$ cat config.mk
export PLATFORM = sky130hd
export DESIGN_NAME = vx_vec_operand_sink
export DESIGN_NICKNAME = d
export VERILOG_FILES = /design/src/rtl/vx_vec_operand_sink.sv
export SDC_FILE = /design/constraint.sdc
export NUM_CORES = 1
export LEC_CHECK = 0
export BUFFER_PORTS_ARGS = -buffer_cell sky130_fd_sc_hd__buf_4
export CAP_MARGIN = 10
export CORE_ASPECT_RATIO = 0.5
export CORE_UTILIZATION = 30
export DETAILED_ROUTE_END_ITERATION = 8
export SYNTH_ARGS = -nofsm -noshare
export SYNTH_HDL_FRONTEND = slang
export SYNTH_SLANG_ARGS = --single-unit
export TNS_END_PERCENT = 20
$ cat constraint.sdc
create_clock -name clk -period 18.5 [get_ports clk]
set_input_delay 0.925 -clock clk [delete_from_list [all_inputs] [get_ports clk]]
set_output_delay 0.925 -clock clk [all_outputs]
set_load 0.005 [all_outputs]
$ cat src/rtl/vx_vec_operand_sink.sv
// Operand dispatch sink: 2-entry ingress buffer feeding the execute datapath,
// with per-slot vector lane sequencing, commit records and error reporting.
module vx_vec_operand_sink #(
  parameter int unsigned NUM_WIS   = 4,
  parameter int unsigned MAX_LANES = 8,
  parameter int unsigned NR_BITS   = 6,
  parameter int unsigned PAYLOAD_W = 256,
  localparam int unsigned WIS_W    = (NUM_WIS > 1) ? $clog2(NUM_WIS) : 1,
  localparam int unsigned LANE_W   = $clog2(MAX_LANES)
) (
  input  logic                 clk,
  input  logic                 reset,
  input  logic                 in_valid,
  output logic                 in_ready,
  input  logic [WIS_W-1:0]     in_wis,
  input  logic                 in_is_vec,
  input  logic [NR_BITS-1:0]   in_vd,
  input  logic [NR_BITS-1:0]   in_vd_lane_id,
  input  logic                 in_vd_is_last,
  input  logic [PAYLOAD_W-1:0] in_payload,
  output logic                 out_valid,
  input  logic                 out_ready,
  output logic [WIS_W-1:0]     out_wis,
  output logic                 out_is_vec,
  output logic [LANE_W-1:0]    out_lane_id,
  output logic [PAYLOAD_W-1:0] out_payload,
  output logic                 cmt_valid,
  input  logic                 cmt_ready,
  output logic [WIS_W-1:0]     cmt_wis,
  output logic [NR_BITS-1:0]   cmt_vd,
  output logic [LANE_W:0]      cmt_lanes,
  output logic                 err_valid,
  output logic [1:0]           err_code,
  output logic [WIS_W-1:0]     err_wis,
  output logic                 err_sticky
);

  localparam int unsigned CNT_W = LANE_W + 1;
  localparam int unsigned DEPTH = 2;

  localparam logic [1:0] ERR_NONE     = 2'd0;
  localparam logic [1:0] ERR_BAD_LANE = 2'd1;
  localparam logic [1:0] ERR_SCALAR   = 2'd2;
  localparam logic [1:0] ERR_OVERFLOW = 2'd3;

  typedef struct packed {
    logic [WIS_W-1:0]     wis;
    logic                 is_vec;
    logic [NR_BITS-1:0]   vd;
    logic [NR_BITS-1:0]   lane;
    logic                 is_last;
    logic [PAYLOAD_W-1:0] payload;
  } beat_t;

  beat_t              fifo_mem [DEPTH];
  beat_t              head;
  beat_t              beat_in;
  logic               rd_ptr;
  logic               wr_ptr;
  logic [1:0]         count;
  logic [1:0]         count_nxt;
  logic               push;
  logic               fire;
  logic               head_stall;

  logic               act      [NUM_WIS];
  logic [CNT_W-1:0]   exp_lane [NUM_WIS];
  logic [NR_BITS-1:0] vd_q     [NUM_WIS];
  logic [CNT_W-1:0]   cnt      [NUM_WIS];

  logic [WIS_W-1:0]   slot;
  logic               lane_ovf;
  logic               seq_upd;
  logic               nxt_act;
  logic [CNT_W-1:0]   nxt_exp;
  logic [NR_BITS-1:0] nxt_vd;
  logic [CNT_W-1:0]   nxt_cnt;
  logic               ovf;
  logic               bad;
  logic               scalar_err;
  logic               err_set;
  logic [1:0]         err_code_nxt;
  logic               cmt_load;

  always_comb begin
    beat_in.wis     = in_wis;
    beat_in.is_vec  = in_is_vec;
    beat_in.vd      = in_vd;
    beat_in.lane    = in_vd_lane_id;
    beat_in.is_last = in_vd_is_last;
    beat_in.payload = in_payload;
  end

  // A last beat cannot leave while the previous commit is still stuck.
  assign head       = fifo_mem[rd_ptr];
  assign head_stall = head.is_vec && head.is_last && cmt_valid && !cmt_ready;
  assign out_valid  = (count != 2'd0) && !head_stall;
  assign push       = in_valid && in_ready;
  assign fire       = out_valid && out_ready;
  assign count_nxt  = 2'(count + 2'(push) - 2'(fire));

  assign out_wis     = head.wis;
  assign out_is_vec  = head.is_vec;
  assign out_lane_id = head.lane[LANE_W-1:0];
  assign out_payload = head.payload;

  always_ff @(posedge clk) begin
    if (reset) begin
      for (int i = 0; i < DEPTH; i++) fifo_mem[i] <= '0;
      rd_ptr   <= 1'b0;
      wr_ptr   <= 1'b0;
      count    <= 2'd0;
      in_ready <= 1'b1;
    end else begin
      if (push) begin
        fifo_mem[wr_ptr] <= beat_in;
        wr_ptr           <= ~wr_ptr;
      end
      if (fire) rd_ptr <= ~rd_ptr;
      count    <= count_nxt;
      in_ready <= count_nxt < 2'(DEPTH);
    end
  end

  // Sequence checking on the fired head beat; state follows output order.
  always_comb begin
    slot       = head.wis;
    lane_ovf   = head.lane >= NR_BITS'(MAX_LANES);
    seq_upd    = 1'b0;
    nxt_act    = act[slot];
    nxt_exp    = exp_lane[slot];
    nxt_vd     = vd_q[slot];
    nxt_cnt    = cnt[slot];
    ovf        = 1'b0;
    bad        = 1'b0;
    scalar_err = 1'b0;
    cmt_load   = 1'b0;
    if (fire && head.is_vec) begin
      seq_upd = 1'b1;
      if (!act[slot]) begin
        ovf     = lane_ovf;
        bad     = head.lane != '0;
        nxt_vd  = head.vd;
        nxt_cnt = CNT_W'(1);
      end else begin
        ovf     = lane_ovf || (cnt[slot] >= CNT_W'(MAX_LANES));
        bad     = (head.lane != NR_BITS'(exp_lane[slot])) || (head.vd != vd_q[slot]);
        nxt_cnt = (cnt[slot] >= CNT_W'(MAX_LANES)) ? CNT_W'(MAX_LANES)
                                                   : CNT_W'(cnt[slot] + CNT_W'(1));
      end
      nxt_exp  = CNT_W'(head.lane + NR_BITS'(1));
      nxt_act  = !head.is_last;
      cmt_load = head.is_last;
    end else if (fire && act[slot]) begin
      scalar_err = 1'b1;
    end
    err_set      = ovf | bad | scalar_err;
    err_code_nxt = ovf        ? ERR_OVERFLOW :
                   bad        ? ERR_BAD_LANE :
                   scalar_err ? ERR_SCALAR   : ERR_NONE;
  end

  always_ff @(posedge clk) begin
    if (reset) begin
      for (int i = 0; i < NUM_WIS; i++) begin
        act[i]      <= 1'b0;
        exp_lane[i] <= '0;
        vd_q[i]     <= '0;
        cnt[i]      <= '0;
      end
    end else if (seq_upd) begin
      act[slot]      <= nxt_act;
      exp_lane[slot] <= nxt_exp;
      vd_q[slot]     <= nxt_vd;
      cnt[slot]      <= nxt_cnt;
    end
  end

  // Commit record: a new load wins over a same-cycle drain.
  always_ff @(posedge clk) begin
    if (reset) begin
      cmt_valid <= 1'b0;
      cmt_wis   <= '0;
      cmt_vd    <= '0;
      cmt_lanes <= '0;
    end else if (cmt_load) begin
      cmt_valid <= 1'b1;
      cmt_wis   <= slot;
      cmt_vd    <= nxt_vd;
      cmt_lanes <= nxt_cnt;
    end else if (cmt_ready) begin
      cmt_valid <= 1'b0;
    end
  end

  always_ff @(posedge clk) begin
    if (reset) begin
      err_valid  <= 1'b0;
      err_code   <= ERR_NONE;
      err_wis    <= '0;
      err_sticky <= 1'b0;
    end else begin
      err_valid  <= err_set;
      err_code   <= err_set ? err_code_nxt : ERR_NONE;
      err_wis    <= err_set ? slot : '0;
      err_sticky <= err_sticky | err_set;
    end
  end

endmodule

# == Word-level counts from Yosys, hierarchy flattened ==
# Memory sizes are Yosys's and may differ from the RTL's. A register that Yosys moved wholly into a read port is not among the register bits.
# Index checks and enable logic that the tools add are counted.
# word_totals
register_bits,24
ramBits,604
out_inout_bits,283
n_memories,5
# mem_list
name,depth,word_bits,read_ports,rd_clocked_by_memory_dff,wr,line_no,text
fifo_mem,2,272,1,1,2,55,beat_t fifo_mem [DEPTH];
vd_q,4,6,1,0,4,68,logic [NR_BITS-1:0] vd_q [NUM_WIS];
cnt,4,4,1,0,4,69,logic [CNT_W-1:0] cnt [NUM_WIS];
exp_lane,4,4,1,0,4,67,logic [CNT_W-1:0] exp_lane [NUM_WIS];
act,4,1,1,0,4,66,logic act [NUM_WIS];
# classes
n_addsub,4
order_cmp,3
n_eq_ne,2
n_mux,45
n_bitwise,6
n_reduce_logical,22
# op_table
cell,n
two-way mux 272 bit,1
OR reduction 272 bit,1
two-way mux 1 bit,28
two-way mux 4 bit,6
two-way mux 6 bit,3
two-way mux 2 bit,7
"adder 4 x 1 -> 4 bit, second input constant",2
logical AND 1 bit,8
OR reduction 4 bit,2
"greater-or-equal comparator 6 x 4 -> 1 bit, second input constant",1
!= test 6 x 4 -> 1 bit,1
!= test 6 bit,1
nonzero test 6 bit,1
OR reduction 6 bit,1
"greater-or-equal comparator 4 bit, second input constant",1
nonzero test 2 bit,2
zero test 1 bit,3
inverter 1 bit,3
bitwise OR 1 bit,3
adder 2 x 1 -> 2 bit,1
logical OR 1 bit,2
"< comparator 2 bit, second input constant",1
OR reduction 2 bit,1
subtractor 2 x 1 -> 2 bit,1
OR reduction 1 bit,1

# == Longest topological paths before layout ==
# Gate-level depths: netlist (run 1).
# logic_depth
word_depth,13
mapped_depth,14

# == Worst setup path before layout (run 1) ==
# Ideal clock, no wire load.
# synth_timing
kind,in2reg
from,input in_valid
to,"memory fifo_mem[0][0] (netlist bit), enable pin"
setup_ns,0.963
arrival_time_ns,13.524
t_required_ns,17.537
slack_ns,4.013
path_stages,2
path_buffers,0
cell_sequence,nand2_1 -> o21bai_1
# synth_lines
item,line_no,text
start: declaration,13,"input logic in_valid,"
end: declaration,55,

==> results of run 1 <==
[state kept, by name, summed over array words and instances (netlist names), named ones only]
name / flops
err_valid: 1
wr_ptr: 1
cmt_lanes: 4
fifo_mem: 544
err_sticky: 1
err_wis: 2
rd_ptr: 1
cnt: 16
in_ready: 1
err_code: 2
exp_lane: 16
cmt_vd: 6
cmt_wis: 2
count: 2
act: 4
cmt_valid: 1
vd_q: 24
[power by group]
part	internal, mW	total [mW]	switching (mW)
clock network	0.693	1.25	0.553
logic	0.579	1.17	0.587
registers	1.80	1.86	0.0614
[area by class of cell]
| cell class | count | share of cell area, % |
|---|---|---|
| inverter | 13 | 0.141 |
| antenna | 12 | 0.0866 |
| multi-input combinational | 1091 | 23.6 |
| clock buffer | 71 | 4.57 |
| sequential | 629 | 53.7 |
| clock inverter | 41 | 1.03 |
| timing repair buffer | 575 | 12.6 |
| tap | 1185 | 4.27 |
[layout by cell type, fill, tap and decap left out, types with 8 or more instances in the layout]
cell	synthesis	layout
mux2_2	258	258
nand2_1	21	21
clkbuf_1	94	9
nor2_1	92	92
buf_4	2	571
clkbuf_16	0	62
mux2i_1	38	38
clkinv_1	1	21
diode_2	0	12
a211oi_1	11	11
nor2b_1	10	10
and2_1	546	546
o21ai_0	8	8
xnor2_1	11	11
inv_1	10	10
clkinv_2	0	9
xor2_1	9	9
nand2b_1	10	10
dfxtp_1	25	24
a21oi_1	9	9
edfxtp_1	604	604
[per-layer routing]
layer / up-vias / routed length [um]
met3: 117 / 2430
li1: 7606 / -
met1: 8310 / 28100
met5: - / 12
met2: 301 / 40600
met4: 2 / 2360
[kinds of logic after synthesis]
group                    synth area share, %
multiplexers                            12.2
buffers and inverters                   1.84
flip-flops                              68.3
adder cells (fa/ha/maj)                0.275
AO/OA/AOI/OAI                           1.49
AND/OR/NAND/NOR                         15.3
XOR/XNOR                               0.642
[worst min-delay path, stage by stage (launching register included)]
cell and delay, ns:
dfxtp_1 0.32, nand2_1 0.05, a21oi_1 0.06
[worst paths after layout]
check                       startpoint                   endpoint  cells past startpoint
max reg2reg                   register   vd_q[1][4]$_SDFFCE_PN0P_                      8
min          cmt_lanes[3]$_SDFFE_PP0P_  cmt_lanes[3]$_SDFFE_PP0P_                      2
min reg2reg  cmt_lanes[3]$_SDFFE_PP0P_  cmt_lanes[3]$_SDFFE_PP0P_                      2
max                           register           out_payload[229]                      4
==> flow_summary.yaml, run 1 <==
floorplanning:
  rows: 77
  start_util_pct: 30.6
  dieWidth_um: 429
  ios: 560
  die-area_sq_mm: 0.0923
  fp.coreArea_sq_mm: 0.0892
  die_h_um: 215
cells_and_area:
  nNetsFinal: 2653
  utilization_pct: 38.9
  ff_latch_area_sq_mm: 0.0186
  final_area_sq_mm: 0.0347
  drive_gt1_share_pct: 38.8
  areaGrowthSynthToFinish_pct: 27.1
  nFillCells: 8458
  fin_cells: 3617
  multi_input_area_sq_mm: 0.00818
cts:
  cts.sinks: 629
  root_buffer: "clkbuf_16"
  cts_hold_buf: 0
  post_cts_buffers: 0
  cts_buffers: 60
  cts_tree: "yes"
  post_cts_resized: 0
  htree_num_levels: 2
  insertion_delay_ns: 0.63
  path_clk_slew_ns: 0.07
  cts_buffer_depth: 3
setup_path:
  cpPeakStageDelay_ns: 0.85
  crit_buf_inv: 3
  critPathRequiredTime_ns: 17.57
  worstSetupPathType: "register to primary output"
  crit_path_end_kind: "primary output"
  critPathSlowestCell: "buf_4"
  crit_family: "buffers and inverters"
  worstPathMaxFanout: 63
  crit_top_cell: "buf_4"
  cp.arrival_ns: 3.66
  crit_chain: "buf_4 -> buf_4 -> mux2_2 -> buf_4"
  reg2reg_slack_ns: 14.79
  cp-start-kind: "register"
grt:
  first_global_vias: 16239
  grtUsageTotal_pct: 15.4
  globalRoute.busiestLayer: "met2"
  use_met3_pct: 2.28
  grt_first_pass_wirelength_um: 106000
  grt_max_degree: 224
  gr-total-overflow: 0
  gr-usage-met1_pct: 17.7
  grt_antenna_before_repair: 13
  gr-usage-met2_pct: 28.6
synthesis:
  synth_common_cells: "edfxtp_1 (604), and2_1 (546), mux2_2 (258)"
  avgSynthCellArea_sq_um: 14.8
  synthCells: 1840
  yosys.cell_count.top_type: "edfxtp_1"
  ys_ff_latch: 629
  synth_top_area_share_pct: 66.4
  yosys.area.top_type: "edfxtp_1"
  syn_nets: 2123
  synth_area_leaders: "edfxtp_1 (66%), and2_1 (13%), mux2_2 (11%)"
  synth_area_sq_mm: 0.0273
  yosysWarnings: 0
  ys_seq_area_share_pct: 68.3
  synthFlopType: "edfxtp_1"
  synth_cell_types: 57
  synth_edf_count: 604
  ys_async_sr_fraction_pct: 0
timing:
  fin_skew_ns: 0.0180
  slew_headroom_pct: 20.9
  grt_setup_unrepaired: "no"
  fmax_ghz: 0.218
  hold_viol: 0
  fin_ws_ns: 13.92
  max_slew.worst_pin.slew_ns: 1.19
  finalSetupViolCount: 0
  slew_viol_final: 0
  holdWs_ns: 0.476
  setup_tns_ns: 0
  period_needed_ns: 4.58
  fin_crit_sh_pct: 24.8
hold_path:
  hold_class: "register to register"
drt:
  drt_iter0_markers: 892
  wl_um: 73600
  first_pass_iters: 5
  drcViolationCount: 0
  viasPerCell: 4.52
  drtAntennaViolNets: 0
  vias: 16336
  wire_per_inst_um: 20.3
power_and_ir_drop:
  leakagePower_nw: 13.8
  total_power_mw: 4.27
  powerDensity_mw_per_mm2: 123
  irDropWorstVdd_mv: 0.0771
place:
  dpl_cell_area_sq_mm: 0.0327
  post-place-cells: 3493
  place_congestion: 0.808
  io_buffers: 559
  dp_slack_ns: 14.03
  dp_hpwl_um: 47700
status:
  status: "complete, no violations"
job:
  maxCapViolCount: 0
Power figures use the tool's default switching activity.
==> run 2: changes to the inputs <==
Clock period 18.5 ns to 4 ns, I/O delays scaled along.
==> run 2 against run 1 <==
Sequential share of layout area is 4.2 points lower. Final area is 8.4% higher. Clock-buffer cell count is 1 lower. Largest power group unchanged. Via count is 7.0% higher. Worst setup slack worse by 14 ns. Critical path type unchanged.
==> flow_summary.yaml, run 2 (synthesized netlist as in run 1, its figures left out) <==
grt:
  grt_first_pass_wirelength_um: 115000
  grtUsageTotal_pct: 16.6
  gr-total-overflow: 0
  first_global_vias: 18400
  grt_antenna_before_repair: 6
  grt_max_degree: 164
cts:
  cts.sinks: 629
  cts_tree: "yes"
  cts_buffers: 60
  insertion_delay_ns: 0.63
  cts_buffer_depth: 3
  root_buffer: "clkbuf_16"
  path_clk_slew_ns: 0.07
  post_cts_resized: 0
  htree_num_levels: 2
timing:
  fmax_ghz: 0.267
  fin_skew_ns: 0.0282
  holdWs_ns: 0.350
  period_needed_ns: 3.74
  slew_viol_final: 0
  setup_tns_ns: 0
  hold_viol: 0
  fin_crit_sh_pct: 93.6
  max_slew.worst_pin.slew_ns: 1.01
  slew_headroom_pct: 32.5
  finalSetupViolCount: 0
  grt_setup_unrepaired: "no"
  fin_ws_ns: 0.257
cells_and_area:
  regMostFlops: "fifo_mem"
  nFillCells: 8286
  largest_reg_flops: 544
  areaGrowthSynthToFinish_pct: 37.8
  reg_top3: "fifo_mem: 544 flops, vd_q: 24 flops"
  ff_latch_area_sq_mm: 0.0186
  multi_input_area_sq_mm: 0.00819
  layout_commonest_cell: "edfxtp_1"
  drive_gt1_share_pct: 35.7
  final_cell_mix: "edfxtp_1 (604), buf_4 (582), and2_1 (546), dlygate4sd3_1 (275), mux2_2 (258)"
  nNetsFinal: 2944
floorplanning:
  rows: 77
  start_util_pct: 30.6
  die-area_sq_mm: 0.0923
  fp.coreArea_sq_mm: 0.0892
  die_h_um: 215
  ios: 560
  dieWidth_um: 429
status:
  status: "complete, no violations"
power_and_ir_drop:
  pwr-share-clk_pct: 28.6
  switching_share_pct: 28.5
  leakagePower_nw: 15.1
  p_comb_share_pct: 28.4
  powerDensity_mw_per_mm2: 534
  seq_power_share_pct: 43.0
  p_int_mw: 14.4
  total_power_mw: 20.1
  netSwitchingPower_mw: 5.73
  irDropWorstVdd_mv: 0.348
drt:
  wl_um: 78800
  drtAntennaViolNets: 0
  vias: 17473
  viasPerCell: 4.48
  drt_iter0_markers: 1014
  first_pass_iters: 4
  wire_per_inst_um: 20.2
  drcViolationCount: 0
setup_path:
  crit_path_end_kind: "primary output"
  cp-start-kind: "register"
  cp.arrival_ns: 3.54
  crit_chain: "buf_4 -> buf_4 -> mux2_2 -> buf_4"
  crit_top_cell: "buf_4"
  reg2reg_slack_ns: 0.73
  critPathSlowestCell: "dfxtp_4"
  worstPathMaxFanout: 54
  critPathRequiredTime_ns: 3.80
  cpPeakStageDelay_ns: 0.75
  worstSetupPathType: "register to primary output"
place:
  place_congestion: 0.860
  dp_slack_ns: 0.769
  dp_hpwl_um: 52900
  io_buffers: 559
job:
  maxCapViolCount: 0
hold_path:
  hold_class: "primary input to register"
==> run 2: layer usage <==
layer | wire length (um) | vias up | GRT usage [%]
met4 | 3690 | 2 | 8.00
li1 | - | 8185 | -
met3 | 2560 | 167 | 2.53
met5 | 13 | - | 0
met1 | 29300 | 8773 | 18.3
met2 | 43200 | 346 | 31.0
==> run 2: final timing paths <==
path                             startpoint                         to  cells past startpoint
setup / recovery                   register           out_payload[225]                      4
hold / removal                    out_ready        rd_ptr$_SDFFE_PP0N_                      5
setup reg to reg                   register   vd_q[1][0]$_SDFFCE_PN0P_                      8
hold reg to reg   cmt_lanes[1]$_SDFFE_PP0P_  cmt_lanes[1]$_SDFFE_PP0P_                      2
==> run 2: critical path, delay by kind of cell (launching register included) <==
kind | cells | cell delay [ns]
DFF | 1 | 0.75
buffers and inverters | 3 | 1.59
muxes | 1 | 0.42
==> run 2: what timing repair did <==
item,4_1_cts,5_1_grt
endpoints found under the setup margin,0,0
setup buffers,0,0
hold buffers,275,0
endpoints found under the hold margin,555,0
==> run 2: stage by stage <==
stage	area (sq um)	utilization (%)	instances
3_3_place_gp	32900	36.9	3509
3_5_place_dp	32900	36.9	3509
5_1_grt	37600	42.2	3899
4_1_cts	37600	42.2	3896
6_report	37600	42.2	3900
2_1_floorplan	27300	-	1840
==> run 2: power by group through the flow <==
stage	logic, mW	clock network, mW	registers (mW)
after CTS	5.79	5.90	8.66
after global placement	5.48	0	8.77
after global routing	6.07	6.13	8.73
after detailed placement	5.51	0	8.80
after floorplan	2.91	0	8.69
final	5.71	5.74	8.64
==> run 2: area by class of cell <==
| type | instances | area share (%) |
|---|---|---|
| inverter | 13 | 0.130 |
| multi-input combinational | 1091 | 21.8 |
| sequential | 629 | 49.6 |
| clock buffer | 70 | 4.09 |
| clock inverter | 42 | 1.06 |
| antenna | 4 | 0.0266 |
| timing repair buffer | 866 | 19.4 |
| tap | 1185 | 3.94 |
